<file path="config.mk">
export PLATFORM = sky130hd
export DESIGN_NAME = mul_tail_pipe_flat
export DESIGN_NICKNAME = d
export VERILOG_FILES = /design/src/rtl/brisc_pkg.sv /design/src/rtl/mul_tail_pipe_if.sv /design/src/rtl/mul_tail_reg.sv /design/src/rtl/mul_tail_pipe.sv /design/src/flat_wrapper.sv
export SDC_FILE = /design/constraint.sdc
export NUM_CORES = 1
export LEC_CHECK = 0
export CAP_MARGIN = 10
export CORE_MARGIN = 2
export CORE_UTILIZATION = 55
export DETAILED_ROUTE_END_ITERATION = 12
export DONT_BUFFER_PORTS = 1
export GPL_TIMING_DRIVEN = 1
export PLACE_DENSITY = 0.67
export SYNTH_ARGS = -nofsm -noshare
export SYNTH_HDL_FRONTEND = slang
export SYNTH_HIERARCHICAL = 1
export SYNTH_SLANG_ARGS = --single-unit
</file>
<file path="constraint.sdc">
create_clock -name clk -period 2.41 [get_ports clk]
set_clock_uncertainty 0.1 [all_clocks]
set_input_delay 0.1205 -clock clk [delete_from_list [all_inputs] [get_ports clk]]
set_output_delay 0.1205 -clock clk [all_outputs]
set_load 0.01 [all_outputs]
</file>
<file path="src/rtl/brisc_pkg.sv">
// Shared core definitions: data/register widths, exception codes, and the
// multiplier tail depth that the hazard unit and the top level both use.
package brisc_pkg;

  localparam int unsigned XLEN   = 32;
  localparam int unsigned REGMSB = 4;   // register index is [REGMSB:0]

  localparam int unsigned MUL_TAIL_STAGES = 4;

  typedef enum logic [2:0] {
    NO_XCPT       = 3'd0,
    XCPT_ILLEGAL  = 3'd1,
    XCPT_MISALIGN = 3'd2,
    XCPT_OVERFLOW = 3'd3
  } xcpt_e;

  // One multiplier-tail stage payload.
  typedef struct packed {
    logic              valid;
    xcpt_e             xcpt;
    logic [REGMSB:0]   rd;
    logic [XLEN-1:0]   result;
  } mul_stage_t;

  localparam mul_stage_t STAGE_EMPTY = '{
    valid:  1'b0,
    xcpt:   NO_XCPT,
    rd:     '0,
    result: '0
  };

  // A stage will write the register file: valid, no exception, rd != x0.
  function automatic logic is_writer(input mul_stage_t st);
    return st.valid && (st.xcpt == NO_XCPT) && (st.rd != '0);
  endfunction

endpackage

</file>
<file path="src/rtl/mul_tail_pipe_if.sv">
// Multiplier tail bus: op entering from the first multiply stage, op leaving
// to writeback, and the decode-side scoreboard query/response.
//   master: upstream/decode side (drives *_in, observes *_out)
//   slave : mul_tail_pipe
interface mul_tail_pipe_if
  import brisc_pkg::*;
#(
  parameter int unsigned NSTAGES = MUL_TAIL_STAGES
) ();

  localparam int unsigned CNT_W = $clog2(NSTAGES + 1);

  logic              valid_in;
  xcpt_e             xcpt_in;
  logic [REGMSB:0]   rd_in;
  logic [XLEN-1:0]   result_in;
  logic [REGMSB:0]   rs1_q_in;
  logic [REGMSB:0]   rs2_q_in;

  logic              valid_out;
  xcpt_e             xcpt_out;
  logic [REGMSB:0]   rd_out;
  logic [XLEN-1:0]   result_out;
  logic              hazard1_out;
  logic              hazard2_out;
  logic [CNT_W-1:0]  inflight_out;

  modport master (
    output valid_in, xcpt_in, rd_in, result_in, rs1_q_in, rs2_q_in,
    input  valid_out, xcpt_out, rd_out, result_out,
           hazard1_out, hazard2_out, inflight_out
  );

  modport slave (
    input  valid_in, xcpt_in, rd_in, result_in, rs1_q_in, rs2_q_in,
    output valid_out, xcpt_out, rd_out, result_out,
           hazard1_out, hazard2_out, inflight_out
  );

endinterface

</file>
<file path="src/rtl/mul_tail_reg.sv">
// One multiplier-tail stage register. Priority: reset > flush > stall > load.
//   clk, reset : clock, synchronous active-high reset
//   flush      : clear the stage to an empty bubble
//   stall      : hold the current contents
//   d / q      : next / current stage payload
module mul_tail_reg
  import brisc_pkg::*;
(
  input  logic       clk,
  input  logic       reset,
  input  logic       flush,
  input  logic       stall,
  input  mul_stage_t d,
  output mul_stage_t q
);

  always_ff @(posedge clk) begin
    if (reset || flush) begin
      q <= STAGE_EMPTY;
    end else if (!stall) begin
      q <= d;
    end
  end

endmodule

</file>
<file path="src/rtl/mul_tail_pipe.sv">
// Multiplier pipeline tail: carries the first-stage product through NSTAGES
// registers to writeback, and exposes a scoreboard view for decode hazards.
//   clk, reset : clock, synchronous active-high reset
//   stall_in   : freeze every stage
//   flush_in   : invalidate every stage (wins over stall_in)
//   bus        : op in, op out, rs1/rs2 hazard query and in-flight count
module mul_tail_pipe
  import brisc_pkg::*;
#(
  parameter int unsigned NSTAGES = MUL_TAIL_STAGES
) (
  input  logic           clk,
  input  logic           reset,
  input  logic           stall_in,
  input  logic           flush_in,
  mul_tail_pipe_if.slave bus
);

  localparam int unsigned CNT_W = $clog2(NSTAGES + 1);

  mul_stage_t d [NSTAGES];
  mul_stage_t s [NSTAGES];

  // Excepting ops carry a zero result; rd and valid pass unchanged.
  always_comb begin
    d[0].valid  = bus.valid_in;
    d[0].xcpt   = bus.xcpt_in;
    d[0].rd     = bus.rd_in;
    d[0].result = (bus.xcpt_in == NO_XCPT) ? bus.result_in : '0;
  end

  for (genvar i = 0; i < int'(NSTAGES); i++) begin : g_stage
    if (i > 0) begin : g_chain
      assign d[i] = s[i-1];
    end
    mul_tail_reg u_reg (
      .clk   (clk),
      .reset (reset),
      .flush (flush_in),
      .stall (stall_in),
      .d     (d[i]),
      .q     (s[i])
    );
  end

  assign bus.valid_out  = s[NSTAGES-1].valid;
  assign bus.xcpt_out   = s[NSTAGES-1].xcpt;
  assign bus.rd_out     = s[NSTAGES-1].rd;
  assign bus.result_out = s[NSTAGES-1].result;

  // Scoreboard match and valid popcount over all stages.
  logic             haz1;
  logic             haz2;
  logic [CNT_W-1:0] cnt;

  always_comb begin
    haz1 = 1'b0;
    haz2 = 1'b0;
    cnt  = '0;
    for (int unsigned i = 0; i < NSTAGES; i++) begin
      if (is_writer(s[i]) && (s[i].rd == bus.rs1_q_in)) haz1 = 1'b1;
      if (is_writer(s[i]) && (s[i].rd == bus.rs2_q_in)) haz2 = 1'b1;
      cnt = cnt + CNT_W'(s[i].valid);
    end
  end

  assign bus.hazard1_out  = haz1;
  assign bus.hazard2_out  = haz2;
  assign bus.inflight_out = cnt;

endmodule

</file>
<file path="src/flat_wrapper.sv">
// flat-port wrapper written by rule: the top's interface ports become plain ports
module mul_tail_pipe_flat import brisc_pkg::*;
#(
  parameter int unsigned NSTAGES = MUL_TAIL_STAGES
)
  (clk, reset, stall_in, flush_in, bus_valid_in, bus_xcpt_in, bus_rd_in, bus_result_in, bus_rs1_q_in, bus_rs2_q_in, bus_valid_out, bus_xcpt_out, bus_rd_out, bus_result_out, bus_hazard1_out, bus_hazard2_out, bus_inflight_out);
  mul_tail_pipe_if #(.NSTAGES(NSTAGES)) bus_i ();
  input  logic clk;
  input  logic reset;
  input  logic stall_in;
  input  logic flush_in;
  input wire logic [$bits(bus_i.valid_in)-1:0] bus_valid_in;
  input wire logic [$bits(bus_i.xcpt_in)-1:0] bus_xcpt_in;
  input wire logic [$bits(bus_i.rd_in)-1:0] bus_rd_in;
  input wire logic [$bits(bus_i.result_in)-1:0] bus_result_in;
  input wire logic [$bits(bus_i.rs1_q_in)-1:0] bus_rs1_q_in;
  input wire logic [$bits(bus_i.rs2_q_in)-1:0] bus_rs2_q_in;
  output wire logic [$bits(bus_i.valid_out)-1:0] bus_valid_out;
  output wire logic [$bits(bus_i.xcpt_out)-1:0] bus_xcpt_out;
  output wire logic [$bits(bus_i.rd_out)-1:0] bus_rd_out;
  output wire logic [$bits(bus_i.result_out)-1:0] bus_result_out;
  output wire logic [$bits(bus_i.hazard1_out)-1:0] bus_hazard1_out;
  output wire logic [$bits(bus_i.hazard2_out)-1:0] bus_hazard2_out;
  output wire logic [$bits(bus_i.inflight_out)-1:0] bus_inflight_out;
  assign bus_i.valid_in = bus_valid_in;
  assign bus_i.xcpt_in = bus_xcpt_in;
  assign bus_i.rd_in = bus_rd_in;
  assign bus_i.result_in = bus_result_in;
  assign bus_i.rs1_q_in = bus_rs1_q_in;
  assign bus_i.rs2_q_in = bus_rs2_q_in;
  assign bus_valid_out = bus_i.valid_out;
  assign bus_xcpt_out = bus_i.xcpt_out;
  assign bus_rd_out = bus_i.rd_out;
  assign bus_result_out = bus_i.result_out;
  assign bus_hazard1_out = bus_i.hazard1_out;
  assign bus_hazard2_out = bus_i.hazard2_out;
  assign bus_inflight_out = bus_i.inflight_out;
  mul_tail_pipe #(.NSTAGES(NSTAGES)) u_core (.clk(clk), .reset(reset), .stall_in(stall_in), .flush_in(flush_in), .bus(bus_i));
endmodule
</file>
; Word-level counts from Yosys, hierarchy flattened
; Cells that the tools add are included.
[totals]
reg_bits = 164
out_inout_bits = 46
word_cells = 62
[op_classes]
addsub = 3
eq_ne = 8
n_mux = 9
reduce_logical = 26
[ops]
columns = op, n
row1 = 5-bit equality test, 8
row2 = 32-bit 2-to-1 mux, 1
row3 = 5-bit nonzero test, 4
row4 = 1-bit logical AND, 16
row5 = 3-bit logical NOT, 5
row6 = 1-bit 2-to-1 mux, 8
row7 = 3-bit by 1-bit adder with 3-bit output, 2
row8 = 1-bit by 1-bit adder with 2-bit output, 1
row9 = 1-bit logical OR, 1

; Depth between registers and ports, before layout
; Gate-level depths: netlist of run 1.
[logic_depth]
word_depth = 8
mapped_depth = 5
ltp_nobuf = 5

; Cells and area by module
; The synthesis of run 1 kept the hierarchy.
[by_module_without_submodules]
columns = module, n_inst, cells_each, area_per_inst_um2, seq_area_each_um2
row1 = mul_tail_reg, 4, 134, 1507.7, 820.8
row2 = mul_tail_pipe, 1, 118, 850.8, 0.0

; Worst setup path before layout of run 1
; No wires, ideal clock.
[synth_timing]
path_type = reg-to-output
from = register u_core/g_stage[3].u_reg/q[33] (netlist name)
to = output port bus_hazard1_out
t_arrival_ps = 1661
t_required_ps = 2190
path_slack_ps = 529
path_stages_with_launch = 5
path_buffers = 0
cell_sequence = dfxtp_1 or4_4 o21ai_2 nor4_1 or4_1
[synth_via]
elab_chain_len = 4
elab_cells_between_ends = 5
classes_between = eq/ne (1) / mux (1) / reduce/logical (3)
[synth_rtl]
columns = element, line_no
row1 = from (decl), mul_tail_reg.sv:14  ; output mul_stage_t q
row2 = from (signal assigned), mul_tail_reg.sv:19  ; q <= STAGE_EMPTY;
row3 = from (signal assigned), mul_tail_reg.sv:21  ; q <= d;
row4 = 5-bit nonzero test, brisc_pkg.sv:34  ; return st.valid && (st.xcpt == NO_XCPT) && (st.rd != '0);
row5 = 1-bit logical AND, brisc_pkg.sv:34
row6 = 1-bit logical AND *, mul_tail_pipe.sv:61  ; if (is_writer(s[i]) && (s[i].rd == bus.rs1_q_in)) haz1 = 1'b1;
row7 = 1-bit 2-to-1 mux *, mul_tail_pipe.sv:61
row8 = to (decl), flat_wrapper.sv:22  ; output wire logic [$bits(bus_i.hazard1_out)-1:0] bus_hazard1_out;
; Every way passes the cells marked *; elsewhere a longest branch is shown, timed or not.

; Worst setup path after layout of run 1
[layout_timing]
from = register u_core/g_stage[3].u_reg/q[34] (netlist name)
to = output port bus_hazard1_out
; The elaborated chain is that of the path after synthesis.

==> impl_metrics.toml, run 1 <==
[routing]
via_count = 4857
totalWireLength_um = 15100
drc_errors = 0
final_antenna_net_count = 0
wire_per_inst_um = 16.2
first_iter_violations = 260
dr.pass1.iters = 4
viasPerCell = 5.19

[synth]
synth-edff-count = 0
async_flop_share_pct = 0
synth_xor_area_share_pct = 5.09
synth_top_area_share_pct = 47.7
synthMuxAreaShare_pct = 23.9
synthFlopType = "dfxtp_1"
synth_top_family_by_area = "multiplexers"
ys_ff_latch = 164
synth_area_per_cell_um2 = 10.5
synthTopCellsByArea = "dfxtp_1 48%, mux2i_1 24%, nor2_1 8.3%, buf_6 5.9%, xnor2_1 3.1%"
netlist_area_um2 = 6880
yosys.area_share.simple_pct = 15.3
synthAdderAreaFrac_pct = 0.655
synth_seq_area_share_pct = 47.7
synth-compound-area-share_pct = 0.400
synthCells = 654
yosysWarnings = 6
syn_nets = 712
synth_cell_types = 23
yosys.area.top_type = "dfxtp_1"
yosys-top-cells-count = "164 x dfxtp_1, 164 x mux2i_1, 152 x nor2_1"

[place]
port_buffers = 0
dp_cells = 777
dp.final_hpwl_um = 8380
place_congestion = 0.834

[critical_path]
r2r_end = "u_core/g_stage[3].u_reg/q[32]$_SDFFE_PP0N_"
cp_top_family = "simple AND/OR/NAND/NOR gates"
r2r_cells = 3
crit_path_end = "bus_hazard1_out"
r2r-start = "u_core/g_stage[3].u_reg/q[32]$_SDFFE_PP0N_"
critical_path_class = "flip-flop to primary output"
cp_slowest_stage_delay_ns = 0.56
cp_cell_sequence = "or4_4 > o21ai_4 > nor4_2 > or4_4"
crit_slowest_cell = "or4_4"
end_kind = "primary output"
worst-path-buf-inv = 0
path_depth = 4
crit_path_start_kind = "flip-flop"
arrival_ns = 2.14
crit_fanout = 5
cp.required_ns = 2.19
rrSetupSlack_ns = 0.96
cp_common_cell = "or4_4"
critPathLaunch = "u_core/g_stage[3].u_reg/q[34]$_SDFFE_PP0N_"

[timing]
drv_slew = 0
fin_crit_ns = 2.36
hold_violations = 0
max_slew.worst_pin.slew_ns = 0.973
fmax_ghz = 0.424
relSlewSlack_pct = 35.1
setup_viol = 0
fin_tns_setup_ns = 0
rsz0062_at_grt = "false"
finalCritPeriodShare_pct = 97.9

[grt]
grt_first_pass_wirelength_um = 24500
grt_antenna_before_repair = 0
grt_overflow = 0
grt_use_total_pct = 23.6
first_global_vias = 5063
grt_max_degree = 113

[die]
num_rows = 40
dieArea_um2 = 13400
core_area_um2 = 12100
io-pin-count = 101
start_util_pct = 56.8
die_y_um = 116
dieWidth_um = 116

[clock_tree]
numCtsBuffers = 17
clkLatencyLatePin_ns = 0.42
clock_sinks = 164
cts_tree = "yes"
clk_pin_slew_ns = 0.06
cts_root_buf = "clkbuf_16"
clock_path_buffers = 2
htree_levels = 4

[power_and_ir_drop]
p_sw_w = 0.00115
power_frac_clock_pct = 49.5
p_per_area_nw_per_um2 = 688
p_comb_share_pct = 4.5
pwr-share-seq_pct = 46.0
ir_worst_vdd_uv = 730
sw_frac_of_total_pct = 19.4
leakage_nw = 3.27
intPower_w = 0.00479

[status]
status = "completed"

[hold_path]
min_path_type = "primary input to flip-flop"
min_path_cells = 4

[finish]
final_cells = 935
drive_above_1_share_pct = 8.21
largest_reg_flops = 164
diodes = 0
regMostFlops = "u_core/g_stage.u_reg/q"
fin_nets = 812
largestRegisters = "u_core/g_stage.u_reg/q x164"
syn2layout_area_growth_pct = 25.4

[flow_run]
drv_cap = 0
-- per-layer routing --
layer / vias up / part of all wire, % / wire length [um] / track usage [%]
met5: - / 0 / 0 / 0
met4: 0 / 1.8 / 265 / 9.52
met3: 23 / 4.1 / 614 / 5.44
met2: 95 / 51 / 7670 / 41.9
met1: 2377 / 43 / 6580 / 27.5
li1: 2362 / - / - / -
-- power groups by stage --
stage,combinational [W],sequential (W),clock (W)
after floorplan,0.000283,0.00279,0
after global placement,0.000184,0.00279,0
after detailed placement,0.000185,0.00279,0
after CTS,0.000267,0.00273,0.00298
after global routing,0.000290,0.00273,0.00310
final,0.000269,0.00273,0.00294
-- repair_timing --
| action | in CTS | in global routing |
|---|---|---|
| pin swaps | 0 | 5 |
| endpoints found under the setup margin | 2 | 2 |
| setup buffers | 0 | 0 |
| hold buffers | 126 | 0 |
| gates resized for setup | 3 | 12 |
| hold endpoints to repair | 164 | 0 |
-- worst register-to-register path: cells and delay by family (launching register included) --
| family | cells | cell delay (ns) |
|---|---|---|
| buffers and inverters | 1 | 0.57 |
| and+or+nand+nor | 1 | 0.08 |
| muxes | 1 | 0.12 |
| DFF | 1 | 0.52 |
-- worst min path at each step --
stage	start	slack [ns]	to
2_1_floorplan	bus_rd_in[0]	0.16	u_core/g_stage[0].u_reg/q[32]$_SDFFE_PP0N_
3_3_place_gp	bus_rd_in[0]	0.17	u_core/g_stage[0].u_reg/q[32]$_SDFFE_PP0N_
3_5_place_dp	bus_valid_in	0.18	u_core/g_stage[0].u_reg/q[40]$_SDFFE_PP0N_
4_1_cts	bus_xcpt_in[2]	0.01	u_core/g_stage[0].u_reg/q[4]$_SDFFE_PP0N_
5_1_grt	bus_xcpt_in[2]	0.06	u_core/g_stage[0].u_reg/q[0]$_SDFFE_PP0N_
6_report	bus_xcpt_in[2]	0.05	u_core/g_stage[0].u_reg/q[0]$_SDFFE_PP0N_
-- cell usage in the layout, fill, tap and decap left out, types with 3 or more instances in the layout --
| master | instances |
|---|---|
| mux2i_1 | 164 |
| dfxtp_1 | 159 |
| nor2_1 | 152 |
| dlygate4sd3_1 | 125 |
| and2_1 | 32 |
| xnor2_1 | 24 |
| clkbuf_16 | 17 |
| xor2_1 | 16 |
| nor2_2 | 12 |
| nand3_1 | 8 |
| nor4_1 | 7 |
| bufinv_16 | 5 |
| inv_1 | 5 |
| or4_4 | 5 |
| clkbuf_1 | 4 |
| clkbuf_8 | 3 |
| nor4b_1 | 3 |
| o21ai_2 | 3 |
| or2_2 | 3 |
| dfxtp_2 | 3 |
-- per-stage QoR --
stage | hold WS, ns | total power [W] | utilization, % | worst slack, ns | area, um^2
2_1_floorplan | 0.164 | 0.00307 | - | 0.529 | 6880
6_report | 0.0545 | 0.00594 | 71.3 | 0.0496 | 8630
3_5_place_dp | 0.178 | 0.00298 | 54.9 | 0.402 | 6650
5_1_grt | 0.0571 | 0.00612 | 71.3 | 0.00313 | 8630
4_1_cts | 0.0118 | 0.00598 | 70.9 | 0.000469 | 8590
3_3_place_gp | 0.166 | 0.00298 | 54.9 | 0.467 | 6650
-- logic make-up (layout without fill, tap and decap cells) --
family / Yosys count / in the layout
and+or+nand+nor: 227 / 227
muxes: 164 / 164
DFF: 164 / 164
buffers and inverters: 52 / 165
xor gates and xnor gates: 40 / 40
AOI/OAI and AO/OA: 4 / 4
adders and majority gates: 3 / 3
-- final cells by class --
cell class                      count  area, um^2
Clock buffer                       24         482
Clock inverter                      8         171
Fill cell                         919        3480
Inverter                            5        18.8
Multi-Input combinational cell    438        3160
Sequential cell                   164        3290
Tap cell                          168         210
Timing Repair Buffer              128        1290
No activity file was read; power rests on OpenSTA's default activity.
==> run 2: changes to the inputs <==
--- a/config.mk
+++ b/config.mk
@@ -6,11 +6,11 @@
 export NUM_CORES = 1
 export LEC_CHECK = 0
 export CAP_MARGIN = 10
+export CORE_ASPECT_RATIO = 1.75
 export CORE_MARGIN = 2
 export CORE_UTILIZATION = 55
 export DETAILED_ROUTE_END_ITERATION = 12
 export DONT_BUFFER_PORTS = 1
-export GPL_TIMING_DRIVEN = 1
 export PLACE_DENSITY = 0.67
 export SYNTH_ARGS = -nofsm -noshare
 export SYNTH_HDL_FRONTEND = slang
==> run 2 against run 1 <==
Against the previous run:
- core utilization down 1.7 points
- non-clock buffer count up 8
- via count up 0.23%
- cell count up 0.75%
- design area down 0.38%
- highest routed layer unchanged
- sequential power about the same
- sequential cell count unchanged
- critical path type unchanged
- maximum frequency up 1.4%
- clock-buffer cell count down 5
- die area up 0.26%
==> impl_metrics.toml, run 2 (synthesis gave the netlist of run 1 again) <==
[grt]
first_global_vias = 5021
grt_antenna_before_repair = 0
grt_overflow = 0
grt_max_degree = 113
grt_use_total_pct = 23.2
grt_first_pass_wirelength_um = 24300

[critical_path]
crit_path_start_kind = "flip-flop"
crit_slowest_cell = "or4_4"
cp_slowest_stage_delay_ns = 0.56
critical_path_class = "flip-flop to primary output"
rrSetupSlack_ns = 0.98
r2r-start = "u_core/g_stage[3].u_reg/q[32]$_SDFFE_PP0N_"
critPathLaunch = "u_core/g_stage[3].u_reg/q[33]$_SDFFE_PP0N_"
r2r_cells = 3
end_kind = "primary output"
cp_top_family = "simple AND/OR/NAND/NOR gates"
cp.required_ns = 2.19
arrival_ns = 2.11
cp_common_cell = "or4_4"
crit_fanout = 5
cp_cell_sequence = "or4_4 > o21ai_2 > nor4_1 > or4_4"
worst-path-buf-inv = 0
r2r_end = "u_core/g_stage[3].u_reg/q[32]$_SDFFE_PP0N_"

[place]
place_congestion = 0.840
port_buffers = 0
dp.final_hpwl_um = 8550
pre_cts_ws_ns = 0.425

[timing]
fin_tns_setup_ns = 0
hold_violations = 0
finalCritPeriodShare_pct = 96.6
relSlewSlack_pct = 47.6
drv_slew = 0
rsz0062_at_grt = "false"
fmax_ghz = 0.430
setup_ws_ns = 0.0824
setup_viol = 0
max_slew.worst_pin.slew_ns = 0.786
fin_crit_ns = 2.33

[die]
die_y_um = 152
dieArea_um2 = 13500
core_area_um2 = 12400
start_util_pct = 55.7
dieWidth_um = 88.6
num_rows = 54
io-pin-count = 101

[power_and_ir_drop]
p_per_area_nw_per_um2 = 654
intPower_w = 0.00443
p_comb_share_pct = 5.0
leakage_nw = 3.27
p_sw_w = 0.00119
power_frac_clock_pct = 46.4
sw_frac_of_total_pct = 21.2
ir_worst_vdd_uv = 576
pwr-share-seq_pct = 48.6

[clock_tree]
cts_root_buf = "clkbuf_16"
htree_levels = 4
clock_path_buffers = 2
clock_sinks = 164
clk_pin_slew_ns = 0.06
clkLatencyLatePin_ns = 0.41
cts_setup_buffers = 0
cts_tree = "yes"
numCtsBuffers = 17

[finish]
final_common_cell = "mux2i_1"
largest_reg_flops = 164
syn2layout_area_growth_pct = 25.0
drive_above_1_share_pct = 7.62
regMostFlops = "u_core/g_stage.u_reg/q"
fin_nets = 820
layout_common_cells = "164 x mux2i_1, 162 x dfxtp_1, 152 x nor2_1, 129 x dlygate4sd3_1, 32 x and2_1"
diodes = 0
largestRegisters = "u_core/g_stage.u_reg/q x164"

[hold_path]
hold_end = "u_core/g_stage[3].u_reg/q[2]$_SDFFE_PP0N_"
min_path_cells = 3
hp-start = "stall_in"
min_path_type = "primary input to flip-flop"

[routing]
final_antenna_net_count = 0
drc_errors = 0
viasPerCell = 5.17
totalWireLength_um = 15000
first_iter_violations = 160
dr.pass1.iters = 4
via_count = 4868
wire_per_inst_um = 15.9

[status]
status = "completed"

[flow_run]
drv_cap = 0
-- run 2: cell type report --
class,count,area (um^2)
Fill cell,989,3760
Sequential cell,164,3290
Multi-Input combinational cell,438,3130
Timing Repair Buffer,136,1380
Clock buffer,19,443
Tap cell,168,210
Clock inverter,12,131
Inverter,5,18.8
-- run 2: per-layer routing --
layer  global-route usage, %  wire length, um  part of all wire [%]
met4                    8.73              262                   1.7
met3                    5.81              568                   3.8
met5                       0                0                     0
met2                    42.0             8210                    55
met1                    25.0             5970                    40
-- run 2: power groups by stage --
stage               logic, W  clock network, W  registers [W]
CTS                 0.000278           0.00266        0.00273
detailed placement  0.000192                 0        0.00279
floorplan           0.000283                 0        0.00279
global placement    0.000190                 0        0.00279
global route        0.000298           0.00279        0.00273
finish              0.000279           0.00261        0.00273
-- run 2: how the worst max path moves through the flow --
stage | end | slack (ns) | depth (start not counted)
4_1_cts | bus_hazard1_out | 0.01 | 4
6_report | bus_hazard1_out | 0.08 | 4
5_1_grt | bus_hazard2_out | 0.004 | 4
2_1_floorplan | bus_hazard1_out | 0.53 | 4
3_3_place_gp | bus_hazard1_out | 0.45 | 4
3_5_place_dp | bus_hazard1_out | 0.42 | 4
-- run 2: repair_timing --
item	4_1_cts	5_1_grt
hold endpoints to repair	164	0
endpoints found under the setup margin	2	2
hold buffers	130	0
resized for setup	2	3
-- run 2: per-stage QoR --
step | total power [W] | area (um^2) | hold WS (ns) | instances | util [%]
final | 0.00562 | 8600 | 0.164 | 942 | 69.6
after floorplan | 0.00307 | 6880 | 0.164 | 654 | -
after global routing | 0.00582 | 8600 | 0.124 | 942 | 69.6
after global placement | 0.00298 | 6690 | 0.166 | 781 | 54.1
after CTS | 0.00567 | 8590 | 0.116 | 942 | 69.5
after detailed placement | 0.00299 | 6690 | 0.175 | 781 | 54.1
-- run 2: tightest hold or removal path, cell delays in order --
cell	delay (ns)
buf_16	0.23
mux2i_1	0.18
nor2_2	0.07
